### src/rtl/mcdf_arbiter.sv
`default_nettype none
// ============================================================================
// Module   : mcdf_arbiter
// Purpose  : Shares one formatter datapath between three slave FIFO channels,
//            one packet at a time. The winner is the requester with the lowest
//            priority value. Ties are broken round-robin, starting after the
//            last granted slave. The winner's words are forwarded as a
//            registered stream and counted against its packet length. A
//            framing error is flagged if end arrives early or is missing.
// Ports    : clk_i, rst_i           clock, synchronous active-high reset
//            slvN_req_i             slave N has a complete packet ready
//            slvN_val_i/data_i/end_i  slave N word stream
//            slvN_prio_i            slave N priority (0 = highest)
//            slvN_pkglen_i          slave N length code (4/8/16/32 words)
//            fmt_rdy_i              formatter can take a whole packet
//            a2sN_ack_o             one-cycle grant pulse to slave N
//            arb_val_o/data_o/start_o/end_o  output word stream
//            arb_id_o, arb_len_o    source and length of current packet
//            arb_busy_o             packet in flight (ACK or XFER)
//            arb_err_o              one-cycle framing-error pulse
// Revision : 1.0  initial release
// ============================================================================
module mcdf_arbiter #(
  parameter int DW   = 32,
  parameter int NSLV = 3
) (
  input  logic          clk_i,
  input  logic          rst_i,
  input  logic          slv0_req_i,
  input  logic          slv1_req_i,
  input  logic          slv2_req_i,
  input  logic          slv0_val_i,
  input  logic          slv1_val_i,
  input  logic          slv2_val_i,
  input  logic [DW-1:0] slv0_data_i,
  input  logic [DW-1:0] slv1_data_i,
  input  logic [DW-1:0] slv2_data_i,
  input  logic          slv0_end_i,
  input  logic          slv1_end_i,
  input  logic          slv2_end_i,
  input  logic [1:0]    slv0_prio_i,
  input  logic [1:0]    slv1_prio_i,
  input  logic [1:0]    slv2_prio_i,
  input  logic [2:0]    slv0_pkglen_i,
  input  logic [2:0]    slv1_pkglen_i,
  input  logic [2:0]    slv2_pkglen_i,
  input  logic          fmt_rdy_i,
  output logic          a2s0_ack_o,
  output logic          a2s1_ack_o,
  output logic          a2s2_ack_o,
  output logic          arb_val_o,
  output logic [DW-1:0] arb_data_o,
  output logic          arb_start_o,
  output logic          arb_end_o,
  output logic [1:0]    arb_id_o,
  output logic [5:0]    arb_len_o,
  output logic          arb_busy_o,
  output logic          arb_err_o
);

  typedef enum logic [1:0] {
    IDLE = 2'd0,
    ACK  = 2'd1,
    XFER = 2'd2
  } state_t;

  state_t          r_state;
  logic [1:0]      r_last;
  logic [1:0]      r_id;
  logic [5:0]      r_len;
  logic [5:0]      r_cnt;
  logic [2:0]      r_ack;
  logic            r_val;
  logic [DW-1:0]   r_data;
  logic            r_start;
  logic            r_end;
  logic            r_err;

  logic            w_req  [NSLV];
  logic [1:0]      w_prio [NSLV];
  logic [1:0]      w_code [NSLV];

  logic            w_any_req;
  logic [1:0]      w_win;
  logic [1:0]      w_win_code;
  logic [1:0]      w_best;
  logic [5:0]      w_win_len;

  logic            w_sel_val;
  logic [DW-1:0]   w_sel_data;
  logic            w_sel_end;
  logic            w_cnt_last;
  logic            w_term;
  logic            w_unused_pkglen;

  assign w_req[0]  = slv0_req_i;
  assign w_req[1]  = slv1_req_i;
  assign w_req[2]  = slv2_req_i;
  assign w_prio[0] = slv0_prio_i;
  assign w_prio[1] = slv1_prio_i;
  assign w_prio[2] = slv2_prio_i;
  assign w_code[0] = slv0_pkglen_i[1:0];
  assign w_code[1] = slv1_pkglen_i[1:0];
  assign w_code[2] = slv2_pkglen_i[1:0];

  // Bit 2 of the length code carries no meaning.
  assign w_unused_pkglen = slv0_pkglen_i[2] ^ slv1_pkglen_i[2] ^ slv2_pkglen_i[2];

  // Visit slaves in round-robin order starting after the last grant. A strict
  // less-than keeps the first-visited slave among equal lowest priorities.
  always_comb begin
    w_any_req  = 1'b0;
    w_win      = 2'd0;
    w_win_code = 2'd0;
    w_best     = 2'd3;
    for (int k = 0; k < NSLV; k++) begin
      logic [2:0] v_pos;
      v_pos = {1'b0, r_last} + 3'd1 + 3'(k);
      if (v_pos >= 3'd3) begin
        v_pos = v_pos - 3'd3;
      end
      if (w_req[v_pos[1:0]] && (!w_any_req || (w_prio[v_pos[1:0]] < w_best))) begin
        w_any_req  = 1'b1;
        w_best     = w_prio[v_pos[1:0]];
        w_win      = v_pos[1:0];
        w_win_code = w_code[v_pos[1:0]];
      end
    end
  end

  // Length codes 0..3 map to 4, 8, 16, 32 words.
  assign w_win_len = 6'd4 << w_win_code;

  // Only the granted slave's stream is observed during a transfer.
  always_comb begin
    w_sel_val  = 1'b0;
    w_sel_data = '0;
    w_sel_end  = 1'b0;
    case (r_id)
      2'd1: begin
        w_sel_val  = slv1_val_i;
        w_sel_data = slv1_data_i;
        w_sel_end  = slv1_end_i;
      end
      2'd2: begin
        w_sel_val  = slv2_val_i;
        w_sel_data = slv2_data_i;
        w_sel_end  = slv2_end_i;
      end
      default: begin
        w_sel_val  = slv0_val_i;
        w_sel_data = slv0_data_i;
        w_sel_end  = slv0_end_i;
      end
    endcase
  end

  assign w_cnt_last = (r_cnt == (r_len - 6'd1));
  // A packet terminates on the slave's end marker or on reaching its length,
  // whichever comes first.
  assign w_term     = w_sel_end | w_cnt_last;

  always_ff @(posedge clk_i) begin
    if (rst_i) begin
      r_state <= IDLE;
      r_last  <= 2'd2;
      r_id    <= 2'd0;
      r_len   <= 6'd0;
      r_cnt   <= 6'd0;
      r_ack   <= 3'b000;
      r_val   <= 1'b0;
      r_data  <= '0;
      r_start <= 1'b0;
      r_end   <= 1'b0;
      r_err   <= 1'b0;
    end else begin
      r_ack   <= 3'b000;
      r_val   <= 1'b0;
      r_start <= 1'b0;
      r_end   <= 1'b0;
      r_err   <= 1'b0;
      case (r_state)
        IDLE: begin
          if (fmt_rdy_i && w_any_req) begin
            r_id    <= w_win;
            r_len   <= w_win_len;
            r_ack   <= 3'b001 << w_win;
            r_state <= ACK;
          end
        end
        ACK: begin
          r_last  <= r_id;
          r_cnt   <= 6'd0;
          r_state <= XFER;
        end
        XFER: begin
          if (w_sel_val) begin
            r_val   <= 1'b1;
            r_data  <= w_sel_data;
            r_start <= (r_cnt == 6'd0);
            r_end   <= w_term;
            // Early end (end without last count) or missing end (last count
            // without end) are both framing errors.
            r_err   <= w_sel_end ^ w_cnt_last;
            r_cnt   <= r_cnt + 6'd1;
            if (w_term) begin
              r_state <= IDLE;
            end
          end
        end
        default: r_state <= IDLE;
      endcase
    end
  end

  assign a2s0_ack_o  = r_ack[0];
  assign a2s1_ack_o  = r_ack[1];
  assign a2s2_ack_o  = r_ack[2];
  assign arb_val_o   = r_val;
  assign arb_data_o  = r_data;
  assign arb_start_o = r_start;
  assign arb_end_o   = r_end;
  assign arb_id_o    = r_id;
  assign arb_len_o   = r_len;
  assign arb_busy_o  = (r_state == ACK) || (r_state == XFER);
  assign arb_err_o   = r_err;

endmodule
`default_nettype wire

### config.mk
export PLATFORM = sky130hd
export DESIGN_NAME = mcdf_arbiter
export DESIGN_NICKNAME = d
export VERILOG_FILES = /design/src/rtl/mcdf_arbiter.sv
export SDC_FILE = /design/constraint.sdc
export NUM_CORES = 1
export LEC_CHECK = 0
export ABC_AREA = 1
export BUFFER_PORTS_ARGS = -buffer_cell sky130_fd_sc_hd__buf_2
export CAP_MARGIN = 25
export CORE_MARGIN = 8
export CORE_UTILIZATION = 50
export DETAILED_ROUTE_END_ITERATION = 7
export HOLD_SLACK_MARGIN = 0.1
export PLACE_DENSITY = 0.88
export SLEW_MARGIN = 20
export SYNTH_ARGS = -nofsm -noshare
export SYNTH_HDL_FRONTEND = slang
export SYNTH_SLANG_ARGS = --single-unit
### constraint.sdc
create_clock -name clk_i -period 7.2 [get_ports clk_i]
set_clock_uncertainty 0.2 [all_clocks]
set_input_delay 0.36 -clock clk_i [delete_from_list [all_inputs] [get_ports clk_i]]
set_output_delay 0.36 -clock clk_i [all_outputs]
set_load 0.01 [all_outputs]
==> flow_results.xml, run 1 <==
<?xml version="1.0" encoding="UTF-8"?>
<metrics>
  <group name="routing">
    <metric name="drtAntennaViolNets" unit="">0</metric>
    <metric name="wl_per_cell" unit="um">15.6</metric>
    <metric name="drt_first_pass_iters" unit="">5</metric>
    <metric name="vias" unit="">3982</metric>
    <metric name="detailedRoute.firstIterationViolations" unit="">192</metric>
    <metric name="wirelength" unit="mm">11.4</metric>
    <metric name="drt_drc_violations_left" unit="">0</metric>
    <metric name="detail_route.vias_per_cell" unit="">5.42</metric>
  </group>
  <group name="clocking">
    <metric name="clk-insertion-delay-late" unit="ps">310</metric>
    <metric name="cts.hold.buffers_added" unit="">5</metric>
    <metric name="clock_tree.buffer_depth" unit="">2</metric>
    <metric name="numCtsBuffers" unit="">5</metric>
    <metric name="cts_num_sinks" unit="">55</metric>
    <metric name="cts_tree" unit="">yes</metric>
    <metric name="cts_root_buffer" unit="">clkbuf_8</metric>
    <metric name="h-tree-depth" unit="">2</metric>
    <metric name="cts_resized" unit="">0</metric>
    <metric name="postCtsSetupRepairBufs" unit="">0</metric>
    <metric name="clkTransAtPathRegs" unit="ps">100</metric>
  </group>
  <group name="critical_path">
    <metric name="worst-r2r-cell-count" unit="">21</metric>
    <metric name="timing.reg2reg.setup_slack" unit="ps">3150</metric>
    <metric name="worstPathArrival" unit="ps">4090</metric>
    <metric name="cp_max_fo" unit="">19</metric>
    <metric name="cp-start-kind" unit="">register</metric>
    <metric name="crit-reg2reg-capture" unit="">arb_len_o[3]$_SDFFE_PP0P_</metric>
    <metric name="worst_ep_required_time" unit="ps">7240</metric>
    <metric name="r2r_start" unit="">r_last[0]$_SDFFE_PP0P_</metric>
    <metric name="crit_type" unit="">reg -&gt; reg</metric>
    <metric name="endpoint_kind" unit="">register</metric>
  </group>
  <group name="yosys">
    <metric name="synthTopCellsByArea" unit="">dfxtp_1, nand2_1, a22o_1</metric>
    <metric name="yosys_register_bits" unit="">55</metric>
    <metric name="synthesis_warnings" unit="">0</metric>
    <metric name="post-synth-top-area-cell" unit="">dfxtp_1</metric>
    <metric name="post_synthesis_cell_area" unit="mm^2">0.00350</metric>
    <metric name="post_synth_inst_count" unit="">485</metric>
    <metric name="syn_avg_cell_area" unit="um^2">7.22</metric>
    <metric name="share_of_synthesized_area_occupied_by_flip_flops_and_latches" unit="">0.314</metric>
    <metric name="ys_async_sr_fraction" unit="">0</metric>
    <metric name="synthFlopType" unit="">dfxtp_1</metric>
    <metric name="number_of_enable_flip_flop_cells_after_synthesis" unit="">0</metric>
    <metric name="synth_top_cell_area_share" unit="">0.314</metric>
    <metric name="distinct_cell_type_count_after_synthesis" unit="">46</metric>
  </group>
  <group name="timing">
    <metric name="tns" unit="ps">0</metric>
    <metric name="worst_hold_slack" unit="ps">111</metric>
    <metric name="fmaxAchievable" unit="GHz">0.247</metric>
    <metric name="final-max-slew-violation-count" unit="">0</metric>
    <metric name="tightestPinTransition" unit="ps">975</metric>
    <metric name="maxSlewHeadroom" unit="">0.349</metric>
    <metric name="setup-violations-final" unit="">0</metric>
    <metric name="final_worst_path_cycle_share" unit="">0.563</metric>
    <metric name="final-hold-violation-count" unit="">0</metric>
    <metric name="grt_setup_unrepaired" unit="">false</metric>
    <metric name="timing.final.crit_period" unit="ps">4050</metric>
  </group>
  <group name="die">
    <metric name="initial_core_utilization" unit="">0.515</metric>
    <metric name="die_y" unit="um">99.7</metric>
    <metric name="die_area" unit="mm^2">0.00994</metric>
    <metric name="die-width" unit="um">99.7</metric>
    <metric name="design.core.area" unit="mm^2">0.00679</metric>
    <metric name="floorplan.io_pins" unit="">171</metric>
    <metric name="rows" unit="">30</metric>
  </group>
  <group name="global_route">
    <metric name="grt_antenna_before_repair" unit="">3</metric>
    <metric name="grt_pass1_vias" unit="">3958</metric>
    <metric name="global_route.usage.total" unit="">0.223</metric>
    <metric name="grt_start_max_net_pins" unit="">43</metric>
    <metric name="grt.overflow.total" unit="">0</metric>
    <metric name="grt_first_pass_wirelength" unit="mm">18.4</metric>
  </group>
  <group name="power">
    <metric name="cellLeakagePower" unit="nW">2.26</metric>
    <metric name="power-per-cell-area" unit="mW/mm^2">465</metric>
    <metric name="power.ir.vdd_worst" unit="mV">0.266</metric>
  </group>
  <group name="placement">
    <metric name="routabilityCongestion" unit="">0.948</metric>
    <metric name="dpl.hpwl" unit="mm">8.81</metric>
    <metric name="portBuffers" unit="">165</metric>
  </group>
  <group name="hold_path">
    <metric name="worstHoldPathType" unit="">in -&gt; reg</metric>
    <metric name="worst_hold_path.num_cells" unit="">3</metric>
    <metric name="min_from" unit="">slv0_data_i[29]</metric>
    <metric name="worstHoldEndpoint" unit="">arb_data_o[29]$_SDFFE_PP0P_</metric>
  </group>
  <group name="finish">
    <metric name="drive_above_1_share" unit="">0.323</metric>
    <metric name="nets" unit="">775</metric>
    <metric name="synthToLayoutAreaGrowth" unit="%">29.4</metric>
  </group>
  <group name="outcome">
    <metric name="run_status" unit="">completed</metric>
  </group>
  <group name="flow_run">
    <metric name="maxCapViolations" unit="">0</metric>
  </group>
</metrics>
cell type report:
| cell class | instances | area (um^2) |
|---|---|---|
| fillers | 579 | 2260 |
| multi-input cells | 352 | 2090 |
| flip-flops and latches | 55 | 1100 |
| repair buffers | 175 | 926 |
| inverters | 47 | 179 |
| well taps | 96 | 120 |
| clock buffers | 6 | 72.6 |
| clock inverters | 2 | 38.8 |
| diodes | 2 | 5.00 |
report_power, final:
group,internal (mW),leakage (nW),switching (mW),total (mW)
sequential,0.394,0.447,0.0533,0.447
combinational,0.513,1.76,0.939,1.45
clock,0.105,0.0558,0.103,0.208
cell usage after synthesis (2+ instances only):
cell type / instances
a21oi_1: 20
a221o_1: 2
a22o_1: 32
a31oi_1: 32
buf_4: 2
buf_6: 2
clkbuf_1: 27
clkinv_1: 2
dfxtp_1: 55
ha_1: 16
inv_1: 42
inv_2: 2
nand2_1: 116
nand2_2: 8
nand2_4: 4
nand3_1: 16
nand3_2: 2
nor2_1: 14
nor2_4: 2
nor3_1: 6
nor3b_1: 2
o211ai_1: 2
o21ai_0: 47
o21ai_1: 2
o21ai_2: 3
o221ai_1: 3
o22ai_1: 3
xnor2_1: 2
xor2_1: 2
critical path: stages (launching register included):
cell and delay (ps):
dfxtp_1 390, inv_1 150, ha_1 760, inv_4 180
nand2_4 110, nand3_4 80, a221oi_1 340, ha_1 300
nand2_1 60, nand2_1 50, nand2_2 80, nand2_4 90
nand2_1 80, o21ai_0 80, ha_1 300, nand2_2 70
nand2_2 60, nand2_4 110, nand3_1 110, nand2_1 130
nand3_1 100, a21oi_1 150
layer usage:
| layer | global-route usage | up-vias | share of wire |
|---|---|---|---|
| met3 | 0.0754 | 34 | 0.094 |
| met2 | 0.383 | 208 | 0.50 |
| met1 | 0.240 | 1769 | 0.38 |
| met5 | 0 | - | 0.00070 |
| li1 | - | 1969 | - |
| met4 | 0.105 | 2 | 0.026 |
how the worst max path moves through the flow:
| stage | cells after the start | from | slack, ps | to |
|---|---|---|---|---|
| 2_1_floorplan | 22 | r_last[0]$_SDFFE_PP0P_ | 3850 | r_ack[1]$_SDFF_PP0_ |
| 3_3_place_gp | 21 | r_last[0]$_SDFFE_PP0P_ | 3360 | r_ack[1]$_SDFF_PP0_ |
| 3_5_place_dp | 21 | r_last[0]$_SDFFE_PP0P_ | 3210 | r_ack[1]$_SDFF_PP0_ |
| 4_1_cts | 22 | r_last[0]$_SDFFE_PP0P_ | 3160 | arb_id_o[0]$_SDFFE_PP0P_ |
| 5_1_grt | 22 | r_last[0]$_SDFFE_PP0P_ | 2830 | arb_id_o[0]$_SDFFE_PP0P_ |
| 6_report | 21 | r_last[0]$_SDFFE_PP0P_ | 3150 | arb_len_o[3]$_SDFFE_PP0P_ |
sequential cells by signal, indices dropped and copies added, names as in the netlist:
register and flops:
r_cnt 6, r_last 2, arb_len_o 4, arb_id_o 2, arb_end_o 1, arb_data_o 32
r_ack 3, r_state 2, arb_err_o 1, arb_val_o 1, arb_start_o 1
kinds of logic after synthesis:
| logic type | share of synthesized area |
|---|---|
| xor gates and xnor gates | 0.0100 |
| other | 0.00107 |
| and+or+nand+nor | 0.233 |
| AOI/OAI and AO/OA | 0.293 |
| buffers and inverters | 0.0922 |
| adders and majority gates | 0.0572 |
| DFF | 0.314 |
per-stage QoR:
step	worst slack [ps]	power, mW	cells	util	cell area, um^2
2_1_floorplan	3850	1.53	486	-	3510
3_3_place_gp	3360	1.82	719	0.640	4350
3_5_place_dp	3210	1.88	720	0.643	4370
4_1_cts	3160	2.10	733	0.666	4530
5_1_grt	2830	2.29	735	0.667	4530
6_report	3150	2.11	735	0.667	4530
placed cells by master (no fill, tap or decap), drive strengths merged, types with 4 or more instances in the layout:
cell and n:
a21oi 21, dlygate4sd3 5, dfxtp 55, a31oi 32
nand3 19, inv 46, clkbuf 6, buf 170
a22o 32, o221ai 4, ha 16, nor2 16
o21ai 52, nand2 129, nor3 6
Note: power is estimated with default switching activity, not from simulation.
==> run 2: changes to the inputs <==
- CORE_UTILIZATION: 50 -> 47
- PLACE_DENSITY: 0.88 -> 0.83
- clock period: 7.2 -> 4 ns (I/O delays scaled with it)
==> flow_results.xml, run 2 (synthesis gave the netlist of run 1 again) <==
<?xml version="1.0" encoding="UTF-8"?>
<metrics>
  <group name="outcome">
    <metric name="run_status" unit="">completed</metric>
  </group>
  <group name="placement">
    <metric name="dpl.hpwl" unit="mm">8.92</metric>
    <metric name="placed_area" unit="mm^2">0.00439</metric>
    <metric name="routabilityCongestion" unit="">0.893</metric>
    <metric name="portBuffers" unit="">165</metric>
  </group>
  <group name="finish">
    <metric name="largest_register_ffs" unit="">32</metric>
    <metric name="layout_common_cells" unit="">buf_2, nand2_1, dfxtp_1, o21ai_0, dlygate4sd3_1</metric>
    <metric name="synthToLayoutAreaGrowth" unit="%">41.5</metric>
    <metric name="finish.utilization" unit="">0.683</metric>
    <metric name="nets" unit="">820</metric>
    <metric name="mostFrequentLayoutCell" unit="">buf_2</metric>
    <metric name="drive_above_1_share" unit="">0.312</metric>
    <metric name="non_filler_cell_area_final" unit="mm^2">0.00496</metric>
  </group>
  <group name="timing">
    <metric name="fmaxAchievable" unit="GHz">0.274</metric>
    <metric name="worst_hold_slack" unit="ps">102</metric>
    <metric name="setup-violations-final" unit="">0</metric>
    <metric name="maxSlewHeadroom" unit="">0.554</metric>
    <metric name="final-max-slew-violation-count" unit="">0</metric>
    <metric name="timing.final.crit_period" unit="ps">3660</metric>
    <metric name="final-hold-violation-count" unit="">0</metric>
    <metric name="grt_setup_unrepaired" unit="">false</metric>
    <metric name="tightestPinTransition" unit="ps">669</metric>
    <metric name="final_worst_path_cycle_share" unit="">0.914</metric>
    <metric name="tns" unit="ps">0</metric>
  </group>
  <group name="clocking">
    <metric name="postCtsSetupRepairBufs" unit="">0</metric>
    <metric name="clkTransAtPathRegs" unit="ps">110</metric>
    <metric name="clk-insertion-delay-late" unit="ps">310</metric>
    <metric name="cts_num_sinks" unit="">55</metric>
    <metric name="clock_tree.buffer_depth" unit="">2</metric>
    <metric name="cts_root_buffer" unit="">clkbuf_8</metric>
    <metric name="h-tree-depth" unit="">2</metric>
    <metric name="cts_tree" unit="">yes</metric>
    <metric name="numCtsBuffers" unit="">5</metric>
  </group>
  <group name="routing">
    <metric name="vias" unit="">4204</metric>
    <metric name="wirelength" unit="mm">12.4</metric>
    <metric name="drt_drc_violations_left" unit="">0</metric>
    <metric name="detail_route.vias_per_cell" unit="">5.37</metric>
    <metric name="drt_first_pass_iters" unit="">4</metric>
    <metric name="drtAntennaViolNets" unit="">0</metric>
    <metric name="wl_per_cell" unit="um">15.8</metric>
    <metric name="detailedRoute.firstIterationViolations" unit="">192</metric>
  </group>
  <group name="die">
    <metric name="rows" unit="">31</metric>
    <metric name="design.core.area" unit="mm^2">0.00725</metric>
    <metric name="initial_core_utilization" unit="">0.483</metric>
    <metric name="floorplan.io_pins" unit="">171</metric>
    <metric name="die-width" unit="um">102</metric>
    <metric name="die_y" unit="um">102</metric>
    <metric name="die_area" unit="mm^2">0.0105</metric>
  </group>
  <group name="global_route">
    <metric name="global_route.usage.total" unit="">0.231</metric>
    <metric name="gr-max-usage-layer" unit="">met2</metric>
    <metric name="grt_use_met1" unit="">0.265</metric>
    <metric name="met2_usage" unit="">0.390</metric>
    <metric name="grt_antenna_before_repair" unit="">0</metric>
    <metric name="gr-usage-met3" unit="">0.0681</metric>
    <metric name="grt_first_pass_wirelength" unit="mm">19.6</metric>
    <metric name="grt_start_max_net_pins" unit="">66</metric>
    <metric name="grt_pass1_vias" unit="">4202</metric>
    <metric name="grt.overflow.total" unit="">0</metric>
  </group>
  <group name="critical_path">
    <metric name="r2r_start" unit="">r_last[0]$_SDFFE_PP0P_</metric>
    <metric name="path_cells" unit="">inv_1 -&gt; ha_2 -&gt; inv_4 -&gt; nand2_4 -&gt; nand3_4 -&gt; a221oi_1 -&gt; ha_1 -&gt; nand2_1 -&gt; nand2_1 -&gt; nand2_2 -&gt; nand2_4 -&gt; o21ai_0 -&gt; ha_1 -&gt; nand2_2 -&gt; nand2_2 -&gt; nand2_4 -&gt; nand2_8 -&gt; nand2_1 -&gt; o21ai_2 -&gt; o21ai_1 -&gt; inv_1</metric>
    <metric name="cp_max_fo" unit="">9</metric>
    <metric name="timing.critical_path.max_delay_family" unit="">adder cells</metric>
    <metric name="critPathMaxStageDelay" unit="ps">450</metric>
    <metric name="worst-r2r-cell-count" unit="">21</metric>
    <metric name="crit_slowest_cell" unit="">ha_2</metric>
    <metric name="crit-reg2reg-capture" unit="">arb_id_o[0]$_SDFFE_PP0P_</metric>
    <metric name="cp-start-kind" unit="">register</metric>
    <metric name="timing.reg2reg.setup_slack" unit="ps">340</metric>
    <metric name="worstPathArrival" unit="ps">3670</metric>
    <metric name="endpoint_kind" unit="">register</metric>
    <metric name="worstPathBufferInverterCount" unit="">3</metric>
    <metric name="worst_ep_required_time" unit="ps">4020</metric>
    <metric name="crit_type" unit="">reg -&gt; reg</metric>
  </group>
  <group name="power">
    <metric name="cellLeakagePower" unit="nW">2.47</metric>
    <metric name="power.ir.vdd_worst" unit="mV">0.425</metric>
    <metric name="power-per-cell-area" unit="mW/mm^2">777</metric>
  </group>
  <group name="hold_path">
    <metric name="worstHoldEndpoint" unit="">arb_data_o[27]$_SDFFE_PP0P_</metric>
    <metric name="min_from" unit="">slv2_data_i[27]</metric>
    <metric name="worstHoldPathType" unit="">in -&gt; reg</metric>
    <metric name="worst_hold_path.num_cells" unit="">4</metric>
  </group>
  <group name="flow_run">
    <metric name="maxCapViolations" unit="">0</metric>
  </group>
</metrics>
## run 2: metal layers
layer  vias up  share of wire
met1      1887           0.39
met5         -              0
li1       2060              -
met2       226           0.49
met3        31          0.094
met4         0          0.029
## run 2: power breakdown
part / switching, mW / internal, mW
clock: 0.204 / 0.129
combinational: 1.70 / 1.01
sequential: 0.100 / 0.708
## run 2: area by class of cell
class	count	area, um^2
fillers	616	2300
multi-input cells	352	2090
repair buffers	220	1360
flip-flops and latches	55	1100
inverters	47	179
well taps	99	124
clock buffers	5	68.8
clock inverters	3	27.5
diodes	2	5.00
## run 2: how the worst max path moves through the flow
| stage | cells after the start | from | end |
|---|---|---|---|
| after CTS | 20 | r_last[0]$_SDFFE_PP0P_ | r_ack[1]$_SDFF_PP0_ |
| after floorplan | 22 | r_last[0]$_SDFFE_PP0P_ | r_ack[1]$_SDFF_PP0_ |
| after detailed placement | 20 | r_last[0]$_SDFFE_PP0P_ | r_ack[1]$_SDFF_PP0_ |
| final | 21 | r_last[0]$_SDFFE_PP0P_ | arb_id_o[0]$_SDFFE_PP0P_ |
| after global routing | 21 | r_last[0]$_SDFFE_PP0P_ | arb_id_o[0]$_SDFFE_PP0P_ |
| after global placement | 20 | r_last[0]$_SDFFE_PP0P_ | r_ack[1]$_SDFF_PP0_ |
## run 2: repair_timing
item	in CTS	in global routing
gates resized for setup	0	1
hold endpoints to repair	40	0
hold buffers	45	0
endpoints found under the setup margin	0	1
## run 2: stage by stage
| stage | setup slack (ps) | total power [mW] | cells |
|---|---|---|---|
| 4_1_cts | 298 | 3.83 | 780 |
| 3_5_place_dp | 330 | 3.41 | 727 |
| 2_1_floorplan | 653 | 2.76 | 486 |
| 5_1_grt | 65.6 | 4.21 | 781 |
| 3_3_place_gp | 454 | 3.34 | 727 |
| 6_report | 345 | 3.85 | 783 |
## run 2: worst reg2reg max path, cell delays in order (launching register included)
cell      delay [ps]
dfxtp_1          410
inv_1            150
ha_2             450
inv_4             90
nand2_4           70
nand3_4           70
a221oi_1         340
ha_1             300
nand2_1           70
nand2_1           50
nand2_2           80
nand2_4           80
o21ai_0          230
ha_1             280
nand2_2           80
nand2_2           60
nand2_4          100
nand2_8           90
nand2_1           90
o21ai_2           70
o21ai_1          130
inv_1             50
